<file path="src/rtl/pipe_pkg.sv">
`default_nettype none
// ============================================================================
//  Module      : pipe_pkg
//  Description : Shared constants and types for the elastic pipeline register.
//                NOP_INST is the RISC-V canonical NOP (addi x0,x0,0), and it
//                is the payload shown whenever a stage holds no instruction.
//                Default widths and the 2-bit occupancy type are also here.
//  Revision    : 1.0 - initial release
// ============================================================================
package pipe_pkg;

  localparam logic [31:0] NOP_INST   = 32'h0000_0013;
  localparam int          DATA_W_DEF = 32;
  localparam int          CTRL_W_DEF = 12;
  localparam int          CNT_W_DEF  = 16;

  // Occupancy of the register: 0, 1 or 2 entries.
  typedef logic [1:0] occ_t;

endpackage : pipe_pkg
`default_nettype wire

</file>
<file path="src/rtl/pipe_sat_cnt.sv">
`default_nettype none
// ============================================================================
//  Module      : pipe_sat_cnt
//  Description : Saturating accumulator. When i_en is high, i_inc is added
//                on the rising edge. The count stops at all-ones and never
//                wraps.
//  Ports       : i_clk   - clock
//                i_reset - asynchronous active-high reset (count -> 0)
//                i_en    - add enable
//                i_inc   - increment amount (INC_W bits, INC_W <= CNT_W)
//                o_cnt   - current count (CNT_W bits)
//  Revision    : 1.0 - initial release
// ============================================================================
module pipe_sat_cnt #(
  parameter int CNT_W = 16,
  parameter int INC_W = 2
) (
  input  logic             i_clk,
  input  logic             i_reset,
  input  logic             i_en,
  input  logic [INC_W-1:0] i_inc,
  output logic [CNT_W-1:0] o_cnt
);

  logic [CNT_W-1:0] cnt_q;
  logic [CNT_W-1:0] cnt_d;
  logic [CNT_W:0]   sum;

  always_comb begin
    // One extra bit catches the carry out, which means the sum overflowed.
    sum   = {1'b0, cnt_q} + (CNT_W+1)'(i_inc);
    cnt_d = cnt_q;
    if (i_en) begin
      cnt_d = sum[CNT_W] ? '1 : sum[CNT_W-1:0];
    end
  end

  always_ff @(posedge i_clk or posedge i_reset) begin
    if (i_reset) begin
      cnt_q <= '0;
    end else begin
      cnt_q <= cnt_d;
    end
  end

  assign o_cnt = cnt_q;

endmodule : pipe_sat_cnt
`default_nettype wire

</file>
<file path="src/rtl/pipe_reg_elastic.sv">
`default_nettype none
// ============================================================================
//  Module      : pipe_reg_elastic
//  Description : Elastic pipeline register with valid/ready handshake, stall,
//                flush and a saturating flush-drop counter.
//                Configuration macro: PIPE_REG_SKID_EN
//                  defined   -> two slots (output + skid). o_ready is a
//                               registered "skid empty" flag, so there is no
//                               combinational path from i_ready to o_ready.
//                  undefined -> one slot. o_ready is combinational:
//                               (!o_valid | i_ready) & !i_stall & !i_reset.
//  Ports       : i_clk, i_reset (async, active-high), i_flush, i_stall
//                i_valid/o_ready/i_data/i_ctrl  - upstream side
//                o_valid/i_ready/o_data/o_ctrl  - downstream side
//                o_count    - entries held (0..2)
//                o_drop_cnt - held entries discarded by flush (saturating)
//  Revision    : 1.0 - initial release
// ============================================================================
module pipe_reg_elastic
  import pipe_pkg::*;
#(
  parameter int                 DATA_W   = DATA_W_DEF,
  parameter int                 CTRL_W   = CTRL_W_DEF,
  parameter logic [DATA_W-1:0]  NOP_DATA = DATA_W'(NOP_INST),
  parameter int                 CNT_W    = CNT_W_DEF
) (
  input  logic              i_clk,
  input  logic              i_reset,
  input  logic              i_flush,
  input  logic              i_stall,
  input  logic              i_valid,
  output logic              o_ready,
  input  logic [DATA_W-1:0] i_data,
  input  logic [CTRL_W-1:0] i_ctrl,
  output logic              o_valid,
  input  logic              i_ready,
  output logic [DATA_W-1:0] o_data,
  output logic [CTRL_W-1:0] o_ctrl,
  output logic [1:0]        o_count,
  output logic [CNT_W-1:0]  o_drop_cnt
);

  logic              out_vld_q,  out_vld_d;
  logic [DATA_W-1:0] out_data_q, out_data_d;
  logic [CTRL_W-1:0] out_ctrl_q, out_ctrl_d;
  logic              accept;
  logic              pop;
  occ_t              count;

  // A stall hides the output entry from downstream. The payload stays
  // visible so the held value can still be observed.
  assign o_valid = out_vld_q & ~i_stall;
  assign pop     = o_valid & i_ready;
  assign accept  = i_valid & o_ready & ~i_stall & ~i_flush;
  assign o_data  = out_vld_q ? out_data_q : NOP_DATA;
  assign o_ctrl  = out_vld_q ? out_ctrl_q : '0;
  assign o_count = count;

`ifdef PIPE_REG_SKID_EN
  logic              skid_vld_q,  skid_vld_d;
  logic [DATA_W-1:0] skid_data_q, skid_data_d;
  logic [CTRL_W-1:0] skid_ctrl_q, skid_ctrl_d;
  logic              rdy_q,       rdy_d;

  // rdy_q resets low, so o_ready rises on the first edge after reset release.
  assign o_ready = rdy_q & ~i_stall;
  assign count   = occ_t'(out_vld_q) + occ_t'(skid_vld_q);

  always_comb begin
    out_vld_d   = out_vld_q;
    out_data_d  = out_data_q;
    out_ctrl_d  = out_ctrl_q;
    skid_vld_d  = skid_vld_q;
    skid_data_d = skid_data_q;
    skid_ctrl_d = skid_ctrl_q;
    rdy_d       = rdy_q;
    if (i_flush) begin
      out_vld_d  = 1'b0;
      skid_vld_d = 1'b0;
      rdy_d      = 1'b1;
    end else if (!i_stall) begin
      if (!out_vld_q || pop) begin
        if (skid_vld_q) begin
          // The older skid entry moves forward first to keep FIFO order.
          // A new entry accepted in the same cycle refills the skid slot.
          out_vld_d  = 1'b1;
          out_data_d = skid_data_q;
          out_ctrl_d = skid_ctrl_q;
          skid_vld_d = accept;
          if (accept) begin
            skid_data_d = i_data;
            skid_ctrl_d = i_ctrl;
          end
        end else begin
          out_vld_d = accept;
          if (accept) begin
            out_data_d = i_data;
            out_ctrl_d = i_ctrl;
          end
        end
      end else if (accept) begin
        skid_vld_d  = 1'b1;
        skid_data_d = i_data;
        skid_ctrl_d = i_ctrl;
      end
      rdy_d = ~skid_vld_d;
    end
  end

  always_ff @(posedge i_clk or posedge i_reset) begin
    if (i_reset) begin
      out_vld_q   <= 1'b0;
      out_data_q  <= '0;
      out_ctrl_q  <= '0;
      skid_vld_q  <= 1'b0;
      skid_data_q <= '0;
      skid_ctrl_q <= '0;
      rdy_q       <= 1'b0;
    end else begin
      out_vld_q   <= out_vld_d;
      out_data_q  <= out_data_d;
      out_ctrl_q  <= out_ctrl_d;
      skid_vld_q  <= skid_vld_d;
      skid_data_q <= skid_data_d;
      skid_ctrl_q <= skid_ctrl_d;
      rdy_q       <= rdy_d;
    end
  end
`else
  assign o_ready = (~o_valid | i_ready) & ~i_stall & ~i_reset;
  assign count   = occ_t'(out_vld_q);

  always_comb begin
    out_vld_d  = out_vld_q;
    out_data_d = out_data_q;
    out_ctrl_d = out_ctrl_q;
    if (i_flush) begin
      out_vld_d = 1'b0;
    end else if (!i_stall && (!out_vld_q || pop)) begin
      out_vld_d = accept;
      if (accept) begin
        out_data_d = i_data;
        out_ctrl_d = i_ctrl;
      end
    end
  end

  always_ff @(posedge i_clk or posedge i_reset) begin
    if (i_reset) begin
      out_vld_q  <= 1'b0;
      out_data_q <= '0;
      out_ctrl_q <= '0;
    end else begin
      out_vld_q  <= out_vld_d;
      out_data_q <= out_data_d;
      out_ctrl_q <= out_ctrl_d;
    end
  end
`endif

  // A flush discards exactly the entries held before the edge.
  pipe_sat_cnt #(
    .CNT_W (CNT_W),
    .INC_W (2)
  ) u_drop_cnt (
    .i_clk   (i_clk),
    .i_reset (i_reset),
    .i_en    (i_flush),
    .i_inc   (count),
    .o_cnt   (o_drop_cnt)
  );

endmodule : pipe_reg_elastic
`default_nettype wire
</file>
<file path="config.mk">
export PLATFORM = sky130hd
export DESIGN_NAME = pipe_reg_elastic
export DESIGN_NICKNAME = d
export VERILOG_FILES = /design/src/rtl/pipe_pkg.sv /design/src/rtl/pipe_sat_cnt.sv /design/src/rtl/pipe_reg_elastic.sv
export SDC_FILE = /design/constraint.sdc
export NUM_CORES = 1
export LEC_CHECK = 0
export ABC_CLOCK_PERIOD_IN_PS = 3800
export BUFFER_PORTS_ARGS = -buffer_cell sky130_fd_sc_hd__buf_2
export CORE_AREA = 3 3 73 89
export CTS_CLUSTER_DIAMETER = 30
export CTS_CLUSTER_SIZE = 10
export DETAILED_ROUTE_END_ITERATION = 16
export DIE_AREA = 0 0 76 92
export PLACE_DENSITY = 0.84
export SLEW_MARGIN = 20
export SYNTH_ARGS = -nofsm -noshare
export SYNTH_HDL_FRONTEND = slang
export SYNTH_SLANG_ARGS = --single-unit
</file>
<file path="constraint.sdc">
create_clock -name i_clk -period 3.8 [get_ports i_clk]
set_clock_uncertainty 0.05 [all_clocks]
set_input_delay 0.76 -clock i_clk [delete_from_list [all_inputs] [get_ports i_clk]]
set_output_delay 0.76 -clock i_clk [all_outputs]
set_load 0.1 [all_outputs]
</file>
* After elaboration in Yosys (flattened, before gate mapping)
Index checks and enable logic that the tools add are counted.
** Storage, ports and cells
- Register bits :: 61
- Bits in latches :: 0
- Memory bits (writable) :: 0
- ROM bits :: 0
- Input bits :: 50
- Output and inout port bits :: 64
- Logic and storage cells :: 28
- Memories kept :: 0
** Operators by class
- Add/sub/neg operators :: 1
- $mul :: 0
- Div/mod/pow operators :: 0
- Order comparisons :: 0
- Equal/unequal tests :: 0
- Shift operators :: 0
- Muxes and demuxes :: 5
- Bitwise gates (word level) :: 12
- Reduce and logical (&&, ||, !) cells :: 6
** Operators with widths (count)
- 32-bit two-way mux :: 1
- 16-bit by 1-bit adder with 17-bit output :: 1
- 16-bit two-way mux :: 1
- 12-bit two-way mux :: 1
- 1-bit bitwise AND :: 7
- 1-bit NOT :: 4
- 3-bit AND reduction :: 1
- 1-bit logical NOT :: 2
- 1-bit two-way mux :: 2
- 2-bit nonzero test :: 1
- 1-bit logical AND :: 1
- 1-bit logical OR :: 1
- 1-bit OR :: 1

* Depth between registers and ports, before layout
Gate-level depths: netlist (run 1).
- Word-level depth :: 11
- Mapped depth :: 7
- Gate-level depth less buffers :: 6

* Hierarchy
Synthesis (run 1) repeated with hierarchy kept, for this count alone.
** Second synthesis, totals
- Cells, all modules :: 243
- Area total of the unflattened synthesis :: 3083.0 sq um
** By module, submodules not included
- pipe_reg_elastic :: instances 1, cells an instance 155, area each 2200.9 sq um, sequential area each 1126.1 sq um
- pipe_sat_cnt :: instances 1, cells an instance 88, area each 882.1 sq um, sequential area each 400.4 sq um

* Worst setup path after synthesis (run 1)
Ideal clock, no wire load.
- Kind :: input -> output
- Start :: in i_stall
- End :: out o_valid
- Arrival time :: 2.095 ns
- Required time :: 2.990 ns
- Path slack :: 0.895 ns
- Cell stages on the path :: 1
- Path buffers :: 0
- Cell sequence :: nor2b_1
** On the way
- Longest elaborated chain between the ends :: 2
** Ends and longest elaborated chain
- from (decl) :: RTL line pipe_reg_elastic.sv:30 : input logic i_stall,
- 1-bit NOT :: RTL line pipe_reg_elastic.sv:52 : assign o_valid = out_vld_q & ~i_stall;
- 1-bit bitwise AND :: RTL line pipe_reg_elastic.sv:52
- to (decl) :: RTL line pipe_reg_elastic.sv:35 : output logic o_valid,
No other way between the ends.

* Worst setup path after layout (run 1)
- Start :: reg out_vld_q
- End :: out o_ready
** On the way
- Longest elaborated chain between the ends :: 5
** Ends and longest elaborated chain
- from (decl) :: RTL line pipe_reg_elastic.sv:43 : logic out_vld_q, out_vld_d;
- from (signal assigned) :: RTL line pipe_reg_elastic.sv:154 : out_vld_q <= out_vld_d;
- 1-bit bitwise AND :: RTL line pipe_reg_elastic.sv:52
- 1-bit NOT :: RTL line pipe_reg_elastic.sv:130 : assign o_ready = (~o_valid | i_ready) & ~i_stall & ~i_reset;
- 1-bit OR :: RTL line pipe_reg_elastic.sv:130
- 1-bit bitwise AND (2 in a row) :: RTL line pipe_reg_elastic.sv:130
- to (decl) :: RTL line pipe_reg_elastic.sv:32 : output logic o_ready,
No other way between the ends.

==> results.tsv, run 1 <==
stage	metric	value	unit
setup_path	reg2reg start	out_vld_q	
grt	global route total overflow	0	
synth	most area-hungry cell type in the Yosys netlist	dfrtp_1	
synth	top-count cell post-synth	dfrtp_1	
synth	Top FF cell, synth	dfrtp_1	
grt	vias in the first global route	2179	
sta	final worst path period share	73.7	%
synth	largest cells by area after synthesis	dfrtp_1, mux2_4, and2_1	
run	maxcap violations	0	
clock_tree	clock latency on the worst-skew pair	0.33	ns
synth	Seq/Total Area, Yosys	50.7	%
synth	Synth Area in Adders	0.831	%
setup_path	Reg2Reg Setup Slack	1.34	ns
clock_tree	clk buf depth	2	
setup_path	worst endpoint required time	2.99	ns
floorplan	Initial Util	53.1	%
clock_tree	clk sink count	61	
outcome	status	finished, final reports clean	
min_path	Hold Crit Class	reg2reg	
sta	f_max	357	MHz
sta	worst slew margin relative to its limit	43.5	%
grt	first-pass GRT wire length	10300	um
cells_and_area	ant diodes	0	
setup_path	startpoint types	register	
setup_path	critical path fanouts, max	34	
clock_tree	Clock Tree Root	clkbuf_8	
synth	share of the synthesized area in the top cell type	50.7	%
synth	Post-Synth Simple-Gate Area	17.5	%
cells_and_area	fill cell count	431	
min_path	hold worst-path end	out_data_q[24]	
route	DRC Markers	0	
sta	hold_ws	0.446	ns
sta	fin crit period	2.80	ns
route	Final ANT Viol Nets	0	
floorplan	Die Area	6990	um2
placement	DP Wirelength	4300	um
route	Via-to-Cell Ratio	4.92	
synth	Async SR Flop Fraction	100	%
grt	largest net degree at the start of global routing	51	
min_path	Min-Delay Startpoint	out_data_q[24]	
clock_tree	Resize count post-CTS	0	
pwr	maximum vdd drop	0.335	mV
floorplan	Core ar.	5670	um2
sta	RSZ-0062 raised after global routing	false	
clock_tree	CTS tree	built	
pwr	PwrDens	539	nW/um2
synth	Post-Synthesis Cells	235	
setup_path	Crit Path Class	reg2out	
placement	I/O Buffers	112	
pwr	Static Leak	2.17	nW
synth	Syn Nets	287	
min_path	Worst Hold Depth	1	
clock_tree	Hold Buf Count CTS	0	
route	DRT Pass-1 Iters	4	
sta	Slew @ Worst Pin	0.846	ns
setup_path	FF-to-FF path depth	5	
sta	setup_tns	0	ns
cells_and_area	Finished Core Util	67.6	%
synth	largest family of logic cells by synthesized area	multiplexers	
placement	Final GP Congestion	0.838	
pwr	Final Power	2.06	mW
setup_path	worst-path cell chain	buf_4 -> a211oi_4 -> buf_2	
synth	Compound-Gate Fraction of Synth Area	1.25	%
cells_and_area	Area growth, synth to finish	27.3	%
clock_tree	CTS Buf Count	9	
cells_and_area	share of layout cells above drive strength 1	51.0	%
sta	Setup-failing EPs final	0	
route	initial DRC count	67	
setup_path	slowest CP cell	dfrtp_1	
clock_tree	Post-CTS Setup Repair Bufs	0	
setup_path	RR Endpoint	out_data_q[24]	
floorplan	row cnt	30	
sta	final count of hold timing violations	0	
setup_path	crit path DAT	1.99	ns
synth	number of synthesized flops with an enable pin	0	
clock_tree	H-tree lvl count	3	
floorplan	Top Ports	114	
synth	mux contribution to synthesized area	22.7	%
grt	All-Layer GR Usage	18.6	%
route	DR vias	2131	
synth	syn_area_per_cell	12.8	um2
synth	synthesis warning total	0	
setup_path	Max stage delay on crit path	0.56	ns
synth	Synth Register Bits	61	
grt	initial antenna violation count	0	
synth	list of most frequent post-synthesis cells	dfrtp_1, and2_1, mux2_4	
cells_and_area	Nets	400	
synth	synthesized area	3010	um2
synth	Distinct cells, synth	30	
setup_path	CP endpoint kind	output pin	
clock_tree	clock-pin slew on the worst setup and hold paths	0.06	ns
route	WL per Instance	14.0	um
synth	XOR/XNOR Fraction of Synth Area	3.49	%
floorplan	Die H	92	um
sta	Max Slew Vio Count	0	
route	wirelength, routed	6060	um
floorplan	Die X	76	um
==> worst max path at each step <==
stage / startpoint / to / slack, ns / cells after the start
floorplan: i_stall / o_valid / 0.89 / 1
global placement: i_ready / o_ready / 1.34 / 4
detailed placement: out_vld_q / out_data_q[22] / 1.32 / 5
CTS: out_vld_q / o_ready / 0.97 / 3
global route: out_vld_q / o_ready / 0.89 / 3
finish: out_vld_q / o_ready / 1.0 / 3
==> area by class of cell <==
type | count | area [um2] | area share [%]
Clock inverter | 4 | 70.1 | 1.83
Timing Repair Buffer | 115 | 583 | 15.2
Sequential cell | 61 | 1530 | 39.8
Inverter | 4 | 16.3 | 0.424
Tap cell | 80 | 100 | 2.61
Clock buffer | 12 | 155 | 4.05
Multi-Input combinational cell | 157 | 1380 | 36.0
==> kinds of logic (layout without fill, tap and decap cells) <==
| group | Yosys count | after routing |
|---|---|---|
| other cells | 1 | 1 |
| buf+inv | 17 | 135 |
| compound gates | 3 | 3 |
| mux | 48 | 48 |
| simple gates | 91 | 91 |
| fa+ha+maj | 2 | 2 |
| xor+xnor | 12 | 12 |
| flops | 61 | 61 |
==> cells in the final DEF, fill, tap and decap left out, types with 5 or more instances in the layout <==
cell type  count
mux2_2         6
mux2_4        39
xnor2_1        8
clkbuf_8      11
and2_1        41
buf_2        112
nor2_1         5
nand2_1       19
nand4_1        8
dfrtp_1       61
==> critical path, delay by kind of cell, from the launching register on <==
kind            cells  cell delay (ns)
buf+inv             2             0.80
compound gates      1             0.29
flops               1             0.56
==> sequential cells by signal, indices dropped and copies added, names as in the netlist <==
name and flops:
out_ctrl_q 12, out_data_q 32, out_vld_q 1, u_drop_cnt.o_cnt 16
==> power by group <==
part	switching (mW)	leakage [nW]	internal, mW
Clock	0.235	0.116	0.403
Combinational	0.376	1.29	0.200
Sequential	0.0808	0.756	0.770
Total	0.692	2.17	1.37
==> stage by stage <==
stage               cells  setup WS (ns)  instance area, um2
global route          433          0.893                3830
CTS                   433          0.970                3830
global placement      417           1.34                3610
floorplan             235          0.895                3010
finish                433          0.999                3830
detailed placement    417           1.32                3610
==> layer usage <==
layer,vias to the layer above,global-route usage (%),part of all wire (%)
li1,1010,-,-
met1,1030,21.8,40
met2,80,31.5,52
met3,11,5.30,6.3
met4,0,8.46,1.8
met5,-,0,0
No activity file was read; power rests on OpenSTA's default activity.
==> inputs of run 2 (changes only) <==
--- a/config.mk
+++ b/config.mk
@@ -5,14 +5,14 @@
 export SDC_FILE = /design/constraint.sdc
 export NUM_CORES = 1
 export LEC_CHECK = 0
-export ABC_CLOCK_PERIOD_IN_PS = 3800
+export ABC_CLOCK_PERIOD_IN_PS = 2390
 export BUFFER_PORTS_ARGS = -buffer_cell sky130_fd_sc_hd__buf_2
-export CORE_AREA = 3 3 73 89
+export CORE_AREA = 3 3 80 97
 export CTS_CLUSTER_DIAMETER = 30
 export CTS_CLUSTER_SIZE = 10
 export DETAILED_ROUTE_END_ITERATION = 16
-export DIE_AREA = 0 0 76 92
-export PLACE_DENSITY = 0.84
+export DIE_AREA = 0 0 83 100
+export PLACE_DENSITY = 0.74
 export SLEW_MARGIN = 20
 export SYNTH_ARGS = -nofsm -noshare
 export SYNTH_HDL_FRONTEND = slang
==> constraint.sdc (replaced) <==
create_clock -name i_clk -period 2.39 [get_ports i_clk]
set_clock_uncertainty 0.05 [all_clocks]
set_input_delay 0.478 -clock i_clk [delete_from_list [all_inputs] [get_ports i_clk]]
set_output_delay 0.478 -clock i_clk [all_outputs]
set_load 0.1 [all_outputs]
==> run 2 against run 1 <==
  * Combinational power increased by 83%
  * Clock power increased by 19%
  * Utilization decreased by 2.2 points
==> results.tsv, run 2 (synthesized netlist as in run 1, its figures left out) <==
stage	metric	value	unit	change
outcome	status	finished, final reports clean		
cells_and_area	Area growth, synth to finish	49.0	%	
route	DR vias	2141		+0.47%
pwr	Static Leak	2.28	nW	+5.3%
cells_and_area	most common cell after layout, fill and taps aside	buf_2		
placement	I/O Buffers	112		unchanged
clock_tree	Hold Buf Count CTS	0		unchanged
grt	All-Layer GR Usage	17.4	%	-1.1 points
sta	f_max	454	MHz	
pwr	Logic pwr share	33.3	%	+5.4 points
grt	vias in the first global route	2291		+5.1%
cells_and_area	Finished Core Util	65.5	%	-2.2 points
floorplan	Top Ports	114		unchanged
sta	Max Slew Vio Count	0		unchanged
cells_and_area	register area	1530	um2	unchanged
floorplan	Die H	100	um	+8.7%
grt	first-pass GRT wire length	11600	um	+13%
clock_tree	Post-CTS Setup Repair Bufs	0		unchanged
setup_path	startpoint types	register		
placement	Final GP Congestion	0.778		-7.1%
floorplan	Die X	83	um	+9.2%
floorplan	Die Area	8300	um2	+19%
setup_path	Crit Path Class	reg2out		
pwr	power share of the clock group	24.0	%	-6.9 points
placement	Place WS	0.451	ns	-0.868 ns
sta	fin crit period	2.20	ns	
cells_and_area	share of layout cells above drive strength 1	51.7	%	+0.69 points
cells_and_area	Biggest register	out_data_q		
route	DRT Pass-1 Iters	4		unchanged
run	maxcap violations	0		unchanged
cells_and_area	max reg flops	32		unchanged
sta	final worst path period share	92.2	%	
min_path	Hold Crit Class	in2async		
sta	setup_tns	0	ns	unchanged
sta	worst slew margin relative to its limit	52.3	%	+8.8 points
sta	Slew @ Worst Pin	0.714	ns	-0.132 ns
route	Final ANT Viol Nets	0		unchanged
clock_tree	CTS Buf Count	9		unchanged
grt	initial antenna violation count	0		unchanged
sta	setup slack after layout	0.187	ns	-0.812 ns
cells_and_area	fill cell count	487		+13%
setup_path	CP endpoint kind	output pin		
sta	final count of hold timing violations	0		unchanged
clock_tree	CTS tree	built		
clock_tree	Resize count post-CTS	0		unchanged
clock_tree	clock latency on the worst-skew pair	0.32	ns	about the same
pwr	Pint	2.01	mW	+47%
clock_tree	H-tree lvl count	3		unchanged
cells_and_area	Nets	403		+0.75%
cells_and_area	final std cells w/o fill	443		+2.3%
cells_and_area	Multi-input gate area	1380	um2	+0.18%
route	initial DRC count	32		-52%
clock_tree	clk buf depth	2		unchanged
clock_tree	clk sink count	61		unchanged
clock_tree	clock-pin slew on the worst setup and hold paths	0.07	ns	about the same
setup_path	critical path fanouts, max	42		+24%
clock_tree	Clock Tree Root	clkbuf_8		
cells_and_area	ant diodes	0		unchanged
route	wirelength, routed	6940	um	+15%
setup_path	crit path DAT	1.67	ns	-0.32 ns
floorplan	Initial Util	43.9	%	-9.2 points
cells_and_area	most frequent cells in the layout	buf_2, dfrtp_1, buf_12		
placement	DP Cell Count	427		+2.4%
route	Via-to-Cell Ratio	4.83		-1.8%
pwr	maximum vdd drop	0.374	mV	+12%
pwr	PwrDens	704	nW/um2	+31%
setup_path	Reg2Reg Setup Slack	0.43	ns	-0.91 ns
floorplan	row cnt	33		+10%
pwr	Sw Ratio	36.3	%	+2.8 points
sta	RSZ-0062 raised after global routing	false		
placement	DP Wirelength	5280	um	+23%
grt	largest net degree at the start of global routing	43		-16%
setup_path	worst endpoint required time	1.86	ns	-1.13 ns
grt	global route total overflow	0		unchanged
pwr	Net Switching	1.15	mW	+66%
sta	Setup-failing EPs final	0		unchanged
pwr	sequential power share	42.8	%	+1.6 points
floorplan	Core ar.	6850	um2	+21%
route	DRC Markers	0		unchanged
route	WL per Instance	15.7	um	+12%
-- run 2: worst paths after layout --
| check | from | endpoint | depth (start not counted) |
|---|---|---|---|
| max in group asynchronous | i_reset | out_data_q[11] | 3 |
| hold reg to reg | out_data_q[24] | out_data_q[24] | 1 |
| hold / removal | i_reset | out_data_q[24] | 2 |
| setup / recovery | out_vld_q | o_data[0] | 4 |
| min in group i_clk | i_ctrl[1] | out_ctrl_q[1] | 2 |
| setup reg to reg | u_drop_cnt.o_cnt[0] | u_drop_cnt.o_cnt[11] | 7 |
-- run 2: area by class of cell --
class	instances	share of cell area [%]
multi-input cells	157	30.8
repair buffers	118	28.8
inverters	4	0.390
flip-flops and latches	61	34.0
clock buffers	11	2.93
well taps	87	2.43
clock inverters	5	0.613
-- run 2: worst max-delay path: stages, from the launching register on --
cell,delay [ns]
dfrtp_1,0.38
buf_4,0.17
buf_4,0.25
nand2b_1,0.12
buf_2,0.42
-- run 2: per-layer routing --
| layer | global-route usage (%) | part of all wire, % |
|---|---|---|
| met1 | 22.0 | 42 |
| met2 | 29.5 | 51 |
| met3 | 4.02 | 5.5 |
| met4 | 6.29 | 1.3 |
| met5 | 0 | 0 |
-- run 2: power groups by stage --
stage               logic (mW)  registers [mW]  clock network (mW)
floorplan                0.596            1.52                   0
global placement          1.04            1.35                   0
detailed placement        1.06            1.37                   0
CTS                       1.06            1.35               0.778
global route              1.10            1.38               0.825
finish                    1.05            1.35               0.757
-- run 2: metrics by stage --
stage	total power, mW	hold slack, ns	instance area, um2
detailed placement	2.43	0.433	4330
CTS	3.19	0.268	4490
floorplan	2.11	0.421	3020
finish	3.16	0.251	4490
global route	3.31	0.304	4490
global placement	2.39	0.430	4330
